--- src/rtl/seq_pkg.sv ---
// Shared definitions for the instruction sequencer: state codes, phase
// constants and parameter defaults.
package seq_pkg;

  localparam int unsigned CNT_W_DEF    = 16;
  localparam int unsigned WAIT_MAX_DEF = 15;

  localparam logic FETCH_PHASE = 1'b0;
  localparam logic EXEC_PHASE  = 1'b1;

  typedef logic [2:0] seq_state_t;

  localparam seq_state_t ST_IDLE      = 3'd0;
  localparam seq_state_t ST_FETCH     = 3'd1;
  localparam seq_state_t ST_EXEC      = 3'd2;
  localparam seq_state_t ST_STEP_WAIT = 3'd3;
  localparam seq_state_t ST_HALTED    = 3'd4;
  localparam seq_state_t ST_ERROR     = 3'd5;

  // Phase bit presented to the decoder; HALTED holds the execute phase.
  function automatic logic phase_of(input seq_state_t s);
    return ((s == ST_EXEC) || (s == ST_HALTED)) ? EXEC_PHASE : FETCH_PHASE;
  endfunction

endpackage

--- src/rtl/instr_sequencer_if.sv ---
// Control/status bundle between the core and the instruction sequencer.
//   master: drives start, step_mode, step, halt, mem_op, mem_ready
//   slave : drives sm, cyc_valid, running, halted, timeout_err, retired
interface instr_sequencer_if #(
  parameter int unsigned CNT_W = seq_pkg::CNT_W_DEF
);
  logic             start;
  logic             step_mode;
  logic             step;
  logic             halt;
  logic             mem_op;
  logic             mem_ready;
  logic             sm;
  logic             cyc_valid;
  logic             running;
  logic             halted;
  logic             timeout_err;
  logic [CNT_W-1:0] retired;

  modport master (
    output start, step_mode, step, halt, mem_op, mem_ready,
    input  sm, cyc_valid, running, halted, timeout_err, retired
  );

  modport slave (
    input  start, step_mode, step, halt, mem_op, mem_ready,
    output sm, cyc_valid, running, halted, timeout_err, retired
  );
endinterface

--- src/rtl/seq_wait_timer.sv ---
// Consecutive RAM-miss timer for one phase.
//   clk, rst_n : clock, async active-low reset
//   clr        : restart counting (phase entry / completion)
//   en         : current phase is waiting on RAM
//   mem_ready  : RAM completes this cycle
//   expire     : this miss is the WAIT_MAX-th in a row (never when WAIT_MAX=0)
module seq_wait_timer #(
  parameter int unsigned WAIT_MAX = 15
) (
  input  logic clk,
  input  logic rst_n,
  input  logic clr,
  input  logic en,
  input  logic mem_ready,
  output logic expire
);

  localparam int unsigned TW = (WAIT_MAX == 0) ? 1 : $clog2(WAIT_MAX + 1);

  logic [TW-1:0] cnt_q;

  // Miss counter.
  always_ff @(posedge clk or negedge rst_n) begin
    if (!rst_n) begin
      cnt_q <= '0;
    end else if (clr) begin
      cnt_q <= '0;
    end else if (en && !mem_ready) begin
      cnt_q <= cnt_q + TW'(1);
    end
  end

  assign expire = (WAIT_MAX != 0) && en && !mem_ready &&
                  (cnt_q == TW'(WAIT_MAX - 1));

endmodule

--- src/rtl/instr_sequencer.sv ---
// Fetch/execute sequencer for the 8-bit core: run/halt/single-step control,
// RAM wait stretching, per-phase commit strobe, retired count, RAM timeout.
//   clk, rst_n : clock, async active-low reset
//   bus        : instr_sequencer_if.slave (inputs start, step_mode, step, halt,
//                mem_op, mem_ready; outputs sm, cyc_valid, running, halted,
//                timeout_err, retired)
// Build option: INSTR_SEQ_STEP_EN enables single-step (STEP_WAIT state).
module instr_sequencer
  import seq_pkg::*;
#(
  parameter int unsigned CNT_W    = CNT_W_DEF,
  parameter int unsigned WAIT_MAX = WAIT_MAX_DEF
) (
  input  logic               clk,
  input  logic               rst_n,
  instr_sequencer_if.slave   bus
);

  seq_state_t       state_q, state_nx;
  logic [CNT_W-1:0] retired_q;
  logic             phase_done;
  logic             wait_en;
  logic             wait_clr;
  logic             expire;
  logic             step_rise;

  // Phase completion: FETCH needs RAM, EXEC needs RAM only for memory ops.
  assign phase_done = ((state_q == ST_FETCH) && bus.mem_ready) ||
                      ((state_q == ST_EXEC) && (!bus.mem_op || bus.mem_ready));
  assign wait_en    = (state_q == ST_FETCH) || ((state_q == ST_EXEC) && bus.mem_op);
  assign wait_clr   = !((state_q == ST_FETCH) || (state_q == ST_EXEC)) || phase_done;

  assign bus.cyc_valid = phase_done;
  assign bus.retired   = retired_q;

  seq_wait_timer #(.WAIT_MAX(WAIT_MAX)) u_wait_timer (
    .clk       (clk),
    .rst_n     (rst_n),
    .clr       (wait_clr),
    .en        (wait_en),
    .mem_ready (bus.mem_ready),
    .expire    (expire)
  );

`ifdef INSTR_SEQ_STEP_EN
  logic step_q;

  // Step edge detector; only consulted in STEP_WAIT so other edges drop.
  always_ff @(posedge clk or negedge rst_n) begin
    if (!rst_n) begin
      step_q <= 1'b0;
    end else begin
      step_q <= bus.step;
    end
  end

  assign step_rise = bus.step & ~step_q;
`else
  logic unused_step;
  assign step_rise   = 1'b0;
  assign unused_step = bus.step ^ bus.step_mode ^ step_rise;
`endif

  // Next-state logic.
  always_comb begin
    state_nx = state_q;
    case (state_q)
      ST_IDLE: begin
        if (bus.start) state_nx = ST_FETCH;
      end
      ST_FETCH: begin
        if (bus.mem_ready) state_nx = ST_EXEC;
        else if (expire)   state_nx = ST_ERROR;
      end
      ST_EXEC: begin
        if (phase_done) begin
          if (bus.halt)           state_nx = ST_HALTED;
`ifdef INSTR_SEQ_STEP_EN
          else if (bus.step_mode) state_nx = ST_STEP_WAIT;
`endif
          else                    state_nx = ST_FETCH;
        end else if (expire) begin
          state_nx = ST_ERROR;
        end
      end
`ifdef INSTR_SEQ_STEP_EN
      ST_STEP_WAIT: begin
        if (step_rise || !bus.step_mode) state_nx = ST_FETCH;
      end
`endif
      ST_HALTED: begin
        if (bus.start) state_nx = ST_FETCH;
      end
      ST_ERROR: begin
        state_nx = ST_ERROR;
      end
      default: begin
        state_nx = ST_IDLE;
      end
    endcase
  end

  // State register, registered status decodes and retired counter.
  always_ff @(posedge clk or negedge rst_n) begin
    if (!rst_n) begin
      state_q         <= ST_IDLE;
      bus.sm          <= FETCH_PHASE;
      bus.running     <= 1'b0;
      bus.halted      <= 1'b0;
      bus.timeout_err <= 1'b0;
      retired_q       <= '0;
    end else begin
      state_q         <= state_nx;
      bus.sm          <= phase_of(state_nx);
      bus.running     <= (state_nx == ST_FETCH) || (state_nx == ST_EXEC);
      bus.halted      <= (state_nx == ST_HALTED);
      bus.timeout_err <= (state_nx == ST_ERROR);
      if ((state_q == ST_EXEC) && phase_done) begin
        retired_q <= retired_q + CNT_W'(1);
      end
    end
  end

endmodule

--- src/flat_wrapper.sv ---
// flat-port wrapper written by rule: the top's interface ports become plain ports
module instr_sequencer_flat import seq_pkg::*;
#(
  parameter int unsigned CNT_W    = CNT_W_DEF,
  parameter int unsigned WAIT_MAX = WAIT_MAX_DEF
)
  (clk, rst_n, bus_start, bus_step_mode, bus_step, bus_halt, bus_mem_op, bus_mem_ready, bus_sm, bus_cyc_valid, bus_running, bus_halted, bus_timeout_err, bus_retired);
  instr_sequencer_if #(.CNT_W(CNT_W)) bus_i ();
  input  logic clk;
  input  logic rst_n;
  input wire logic [$bits(bus_i.start)-1:0] bus_start;
  input wire logic [$bits(bus_i.step_mode)-1:0] bus_step_mode;
  input wire logic [$bits(bus_i.step)-1:0] bus_step;
  input wire logic [$bits(bus_i.halt)-1:0] bus_halt;
  input wire logic [$bits(bus_i.mem_op)-1:0] bus_mem_op;
  input wire logic [$bits(bus_i.mem_ready)-1:0] bus_mem_ready;
  output wire logic [$bits(bus_i.sm)-1:0] bus_sm;
  output wire logic [$bits(bus_i.cyc_valid)-1:0] bus_cyc_valid;
  output wire logic [$bits(bus_i.running)-1:0] bus_running;
  output wire logic [$bits(bus_i.halted)-1:0] bus_halted;
  output wire logic [$bits(bus_i.timeout_err)-1:0] bus_timeout_err;
  output wire logic [$bits(bus_i.retired)-1:0] bus_retired;
  assign bus_i.start = bus_start;
  assign bus_i.step_mode = bus_step_mode;
  assign bus_i.step = bus_step;
  assign bus_i.halt = bus_halt;
  assign bus_i.mem_op = bus_mem_op;
  assign bus_i.mem_ready = bus_mem_ready;
  assign bus_sm = bus_i.sm;
  assign bus_cyc_valid = bus_i.cyc_valid;
  assign bus_running = bus_i.running;
  assign bus_halted = bus_i.halted;
  assign bus_timeout_err = bus_i.timeout_err;
  assign bus_retired = bus_i.retired;
  instr_sequencer #(.CNT_W(CNT_W), .WAIT_MAX(WAIT_MAX)) u_core (.clk(clk), .rst_n(rst_n), .bus(bus_i));
endmodule
--- config.mk ---
export PLATFORM = sky130hd
export DESIGN_NAME = instr_sequencer_flat
export DESIGN_NICKNAME = d
export VERILOG_FILES = /design/src/rtl/seq_pkg.sv /design/src/rtl/instr_sequencer_if.sv /design/src/rtl/seq_wait_timer.sv /design/src/rtl/instr_sequencer.sv /design/src/flat_wrapper.sv
export SDC_FILE = /design/constraint.sdc
export NUM_CORES = 1
export LEC_CHECK = 0
export CORE_ASPECT_RATIO = 2
export CORE_MARGIN = 2
export CORE_UTILIZATION = 35
export CTS_CLUSTER_DIAMETER = 100
export DETAILED_ROUTE_END_ITERATION = 8
export SLEW_MARGIN = 20
export SYNTH_ARGS = -nofsm -noshare
export SYNTH_HDL_FRONTEND = slang
export SYNTH_SLANG_ARGS = --single-unit
--- constraint.sdc ---
create_clock -name clk -period 2 [get_ports clk]
set_input_delay 0.4 -clock clk [delete_from_list [all_inputs] [get_ports clk]]
set_output_delay 0.4 -clock clk [all_outputs]
set_load 0.02 [all_outputs]
=== After elaboration in Yosys (flattened, before gate mapping) ===
Cells that the tools add are included.

* Register bits after elaboration: 27
* Latch bits: 0
* Memory bits (writable): 0
* Bits in read-only memories: 0
* Input bits: 8
* Output and inout port bits: 21
* Memories: 0

* $add $sub $neg: 2
* Multiply operators: 0
* Divide/modulo/power cells: 0
* Order comparisons: 0
* Equality and inequality tests: 9
* Shift-type cells: 0
* Muxes and demuxes: 9
* Bitwise gates (word level): 0
* Reductions and logical operators: 19

{| class="wikitable"
|+ Operators with widths
! cell !! count
|-
| 16-bit by 1-bit adder with 16-bit output, second input constant || 1
|-
| 3-bit two-way mux || 5
|-
| 3-bit equality test, second input constant || 4
|-
| 3-bit one-hot mux with 4 select lines || 1
|-
| 4-bit two-way mux || 2
|-
| 1-bit logical OR || 7
|-
| 3-bit by 1-bit equality test with 1-bit output, second input constant || 2
|-
| 3-bit by 2-bit equality test with 1-bit output, second input constant || 2
|-
| 1-bit logical AND || 6
|-
| 4-bit by 1-bit adder with 4-bit output, second input constant || 1
|-
| 4-bit equality test, second input constant || 1
|-
| 1-bit zero test || 3
|-
| 3-bit zero test || 1
|-
| 2-bit nonzero test || 1
|-
| 2-bit OR reduction || 1
|-
| 1-bit two-way mux || 1
|}

=== Logic depth before layout (Yosys ltp) ===
* Depth after elaboration: 11
* Depth in mapped cells: 7
* Gate-level depth less buffers: 7

=== Modules after synthesis ===
Synthesis repeated with hierarchy kept, for this count alone.

* Cell total of the unflattened synthesis: 113
* Area total of the unflattened synthesis: 1,296.2 um2

{| class="wikitable"
|+ By module, submodules not included
! module !! times used !! cells an instance !! area an instance (um2)
|-
| instr_sequencer || 1 || 92 || 1,066.0
|-
| seq_wait_timer || 1 || 21 || 230.2
|}

=== Worst setup path before layout ===
Ideal clock, no wire load.

* Kind: register to output
* From: reg u_core.state_q[1]
* To: out bus_cyc_valid
* Arrival time: 1,244 ps
* Required time: 1,600 ps
* Slack: 356 ps
* Cell stages (with the launch flop): 5
* Cells stage by stage: dfrtp_1 -> nand2b_1 -> or2_2 -> o21a_1 -> nor2_1

* Cells in the longest elaborated chain, start to end: 3
* Elaborated cells between the ends (all ways): 5
* Classes of those cells: eq/ne (2); reduce/logical (3)

{| class="wikitable"
|+ Ends and longest elaborated chain
! item !! line !! source
|-
| start, declared || instr_sequencer.sv:19 || <nowiki>seq_state_t state_q, state_nx;</nowiki>
|-
| start signal, assigned || instr_sequencer.sv:113 || <nowiki>state_q <= state_nx;</nowiki>
|-
| 3-bit by 1-bit equality test with 1-bit output / 3-bit by 2-bit equality test with 1-bit output (equally long branches) || instr_sequencer.sv:28, instr_sequencer.sv:29 ||
|-
| 1-bit logical AND (on tied branches) || instr_sequencer.sv:28, instr_sequencer.sv:29 ||
|-
| 1-bit logical OR * || instr_sequencer.sv:28 || <nowiki>assign phase_done = ((state_q == ST_FETCH) && bus.mem_ready) ||</nowiki>
|-
| end, declared || flat_wrapper.sv:18 || <nowiki>output wire logic [$bits(bus_i.cyc_valid)-1:0] bus_cyc_valid;</nowiki>
|}

Every way passes the cells marked *; elsewhere a longest branch is shown, timed or not.

=== Worst setup path in the final report ===
Ends and elaborated chain as after synthesis.

==> summary by stage <==
Global routing
The met3 global-route usage is approximately 2.2%. The first-pass GRT wire length is roughly 4600 µm. Global routing consumed, over all layers together, 14.6% of the routing resources. The total overflow reported by the global router is 0. The met2 usage is between 20% and 30%.

Global routing consumed, on the met1 layer, between 10% and 20% of the routing resources. The global routing's busiest layer is met2. The number of global-route vias before repair was approximately 1100. The maximum number of pins on one net before global-route repair is 28.

The number of antenna violations at the first check in global routing was 0.

Route
The routed wire length is approximately 2700 µm. After detailed routing, the number of remaining DRC violations is 0. The routed layout has roughly 970 vias.

The count of routing violations after the opening detailed-route iteration is 12. Dividing the detail-routed via count by the number of cells gives approximately 4.8. The remaining antenna violation count is 0. The wire length per cell is roughly 13 µm. The number of detailed-routing iterations run before antenna repair is 4.

Setup path
In this run the worst path has a maximum fanout of 2. Walking the worst path, the cells encountered are nand2b_1 -> or2_2 -> o21a_1 -> nor2_1 -> buf_4. The cell family contributing the most delay on the critical path is simple AND/OR/NAND/NOR gates. The slowest cell on the critical path is dfrtp_1.

For this run, the slowest stage of the critical path takes approximately 0.38 ns. The startpoint identified for the worst register-to-register timing path is u_core.state_q[0]. The worst setup path is launched from a flop. The required time of the worst setup path is around 1.6 ns. The most critical setup path has its startpoint at u_core.state_q[1]. The arrival time of the worst setup path is approximately 1.5 ns. The kind of end point of the critical path is an output pin. The register-to-register path setup slack is around 0.35 ns. The worst path buffer plus inverter count is 1. The setup path with the least slack is of type reg2out.

Logic synthesis
The area of the mapped netlist is 0.00130 mm². The distinct cell type count after synthesis is 35. The post-synthesis net count is 120.

Yosys mapped a number of flops with a built-in enable equal to 0. Synthesis produced a netlist whose cell count is between 100 and 150. The part of the Yosys area used for sequential elements is between 50% and 60%. The count of yosys warnings during synthesis is 0. The post-synthesis async set-or-reset flop share is between 90% and 100%. The flip-flop cell with the highest count after synthesis is dfrtp_1. The synthesized design contains 27 register bits.

The post-synthesis area per instance is about 12 µm².

Timing
Setup repair after global routing left no endpoint under its margin. The upper clock frequency limit is about 530 MHz. The clock tree skew after final layout is 0.00847 ns. In this run the tightest slew margin relative to its limit is roughly three quarters. The final worst slack is 0.125 ns. The number of endpoints failing setup at the final stage is 0. The final max-slew violation count came to 0. The portion of the clock cycle consumed by the worst path in the final layout is 93.7%. The worst-case hold slack is between 0.4 and 0.5 ns. The sum of negative setup slack is 0 ns. The total count of hold-check failures in the final report was 0. The minimum period implied by the final worst setup slack is 1.87 ns. At the pin with the least slew margin, the transition time is 0.371 ns.

Finish
The final cell area excluding filler cells is 0.00177 mm². In the layout the commonest cells are dfrtp_1, clkdlybuf4s50_1, buf_4. In the final design database the tool counted 164 nets.

The number of antenna diodes in the final layout is 0. The post-layout utilization of the core is 49.5%. The layout-stage area growth over the synthesis result is 36.3%. The fraction of final layout cells sized beyond drive strength 1 is 23.0%. The most common cell after layout, fill and taps aside is dfrtp_1.

Floorplan
For this design the top-level I/O count stands at 29. The placeable core region is 0.00357 mm². The die width is 47.1 µm. The floorplan die area is between 0.004 and 0.005 mm². The die is ~90 µm tall. The initial utilization of the core area, before any placement, comes to 36.4%. The number of rows in the core area is 31.

CTS
For this design, the sink count on the clock tree is 27. In this run, CTS created clock tree buffers numbering 3. The CTS clock-pin slew for the worst setup and hold paths is 0.09 ns. The CTS tree is yes. The clock latency on the worst-skew pair is around 0.27 ns. The number of levels in the clock H-tree is 1. The cell sitting at the root of the clock tree is a clkbuf_8. The longest clock path from root to sink contains 2 buffers.

Hold path
The start point of the worst hold path is u_core.bus.retired[15]. The min-delay analysis places its worst path in the category reg2reg.

Pwr
The power density over the cells is 1070 mW/mm². The maximum ir drop on the vdd rail is approximately 0.55 mV. The analysis attributes to cell leakage a power of 0.000780 µW.

Run status
The run finished with clean final reports.

Placement
The final estimated routing congestion in global placement is slightly above 0.8. Timing analysis after detailed placement gives a worst setup slack of -0.434 ns. After legalization and detailed placement, the total HPWL measured about 2200 µm. The cell area after placement is ~0.0017 mm². The count of buffers added on input and output ports is 26.

Job
Max-cap violations in this run came to 0.
cell usage after synthesis, types with 2 or more instances:
master / count / share of area (%)
and3_1: 2 / 0.96
o21ai_2: 2 / 1.4
ha_1: 3 / 2.9
nand4_1: 3 / 1.4
dfrtp_1: 27 / 52
nor4_4: 2 / 3.3
xor2_1: 2 / 1.4
xnor2_1: 15 / 10
nor2b_1: 2 / 0.96
and4_1: 2 / 1.4
inv_1: 4 / 1.2
nor2_1: 8 / 2.3
nand3b_1: 2 / 1.2
nand3_1: 8 / 3.1
nand2_1: 6 / 1.7
nand2b_1: 2 / 0.96
flip-flops by register name, summed over array words and instances, names as in the netlist:
signal and flops:
u_core.bus.retired 16, u_core.bus.sm 1, u_core.bus.running 1, u_core.bus.timeout_err 1
u_core.bus.halted 1, u_core.u_wait_timer.cnt_q 4, u_core.state_q 3
per-layer routing:
layer	wire length [µm]	vias to the layer above
li1	-	457
met1	956	464
met2	1460	34
met3	105	12
met4	163	0
met5	0	-
where the power goes:
| part | internal (µW) | total [µW] | switching [µW] |
|---|---|---|---|
| logic | 422 | 831 | 408 |
| clock network | 139 | 302 | 162 |
| registers | 655 | 760 | 105 |
what timing repair did:
| item | 4_1_cts | 5_1_grt |
|---|---|---|
| endpoints found under the setup margin | 1 | 1 |
| setup buffers | 0 | 0 |
| hold buffers | 0 | 0 |
| gates resized for setup | 4 | 2 |
| pin swaps | 0 | 0 |
layout make-up:
cell class / instances / area, µm²
fill: 362 / 1800
sequential: 27 / 676
multi-input combinational: 75 / 592
timing repair buffer: 41 / 373
tap: 49 / 61.3
clock buffer: 3 / 41.3
inverter: 5 / 20.0
clock inverter: 1 / 5.00
path summary, 6_finish.rpt:
path / to / cells after the start
worst max-delay path: bus_cyc_valid / 5
worst max register to register: u_core.bus.sm / 6
worst min-delay path: u_core.bus.retired[15] / 1
min in group asynchronous: u_core.bus.retired[7] / 2
worst min register to register: u_core.bus.retired[15] / 1
max in group asynchronous: u_core.bus.retired[12] / 2
per-stage QoR:
| step | std cells | power (µW) |
|---|---|---|
| global route | 201 | 2010 |
| finish | 201 | 1890 |
| global placement | 197 | 1580 |
| detailed placement | 197 | 1620 |
| floorplan | 109 | 1210 |
| CTS | 201 | 1910 |
kinds of logic (layout without fill, tap and decap cells):
kind of cell / count (synthesis) / in the layout / synth area share [%]
XOR/XNOR: 17 / 17 / 11.5
buffers and inverters: 7 / 50 / 2.31
AO/OA/AOI/OAI: 9 / 9 / 6.94
multiplexers: 1 / 1 / 0.868
AND/OR/NAND/NOR: 45 / 45 / 23.4
flip-flops: 27 / 27 / 52.1
adder cells (fa/ha/maj): 3 / 3 / 2.89
(Power assumes the default switching activity.)
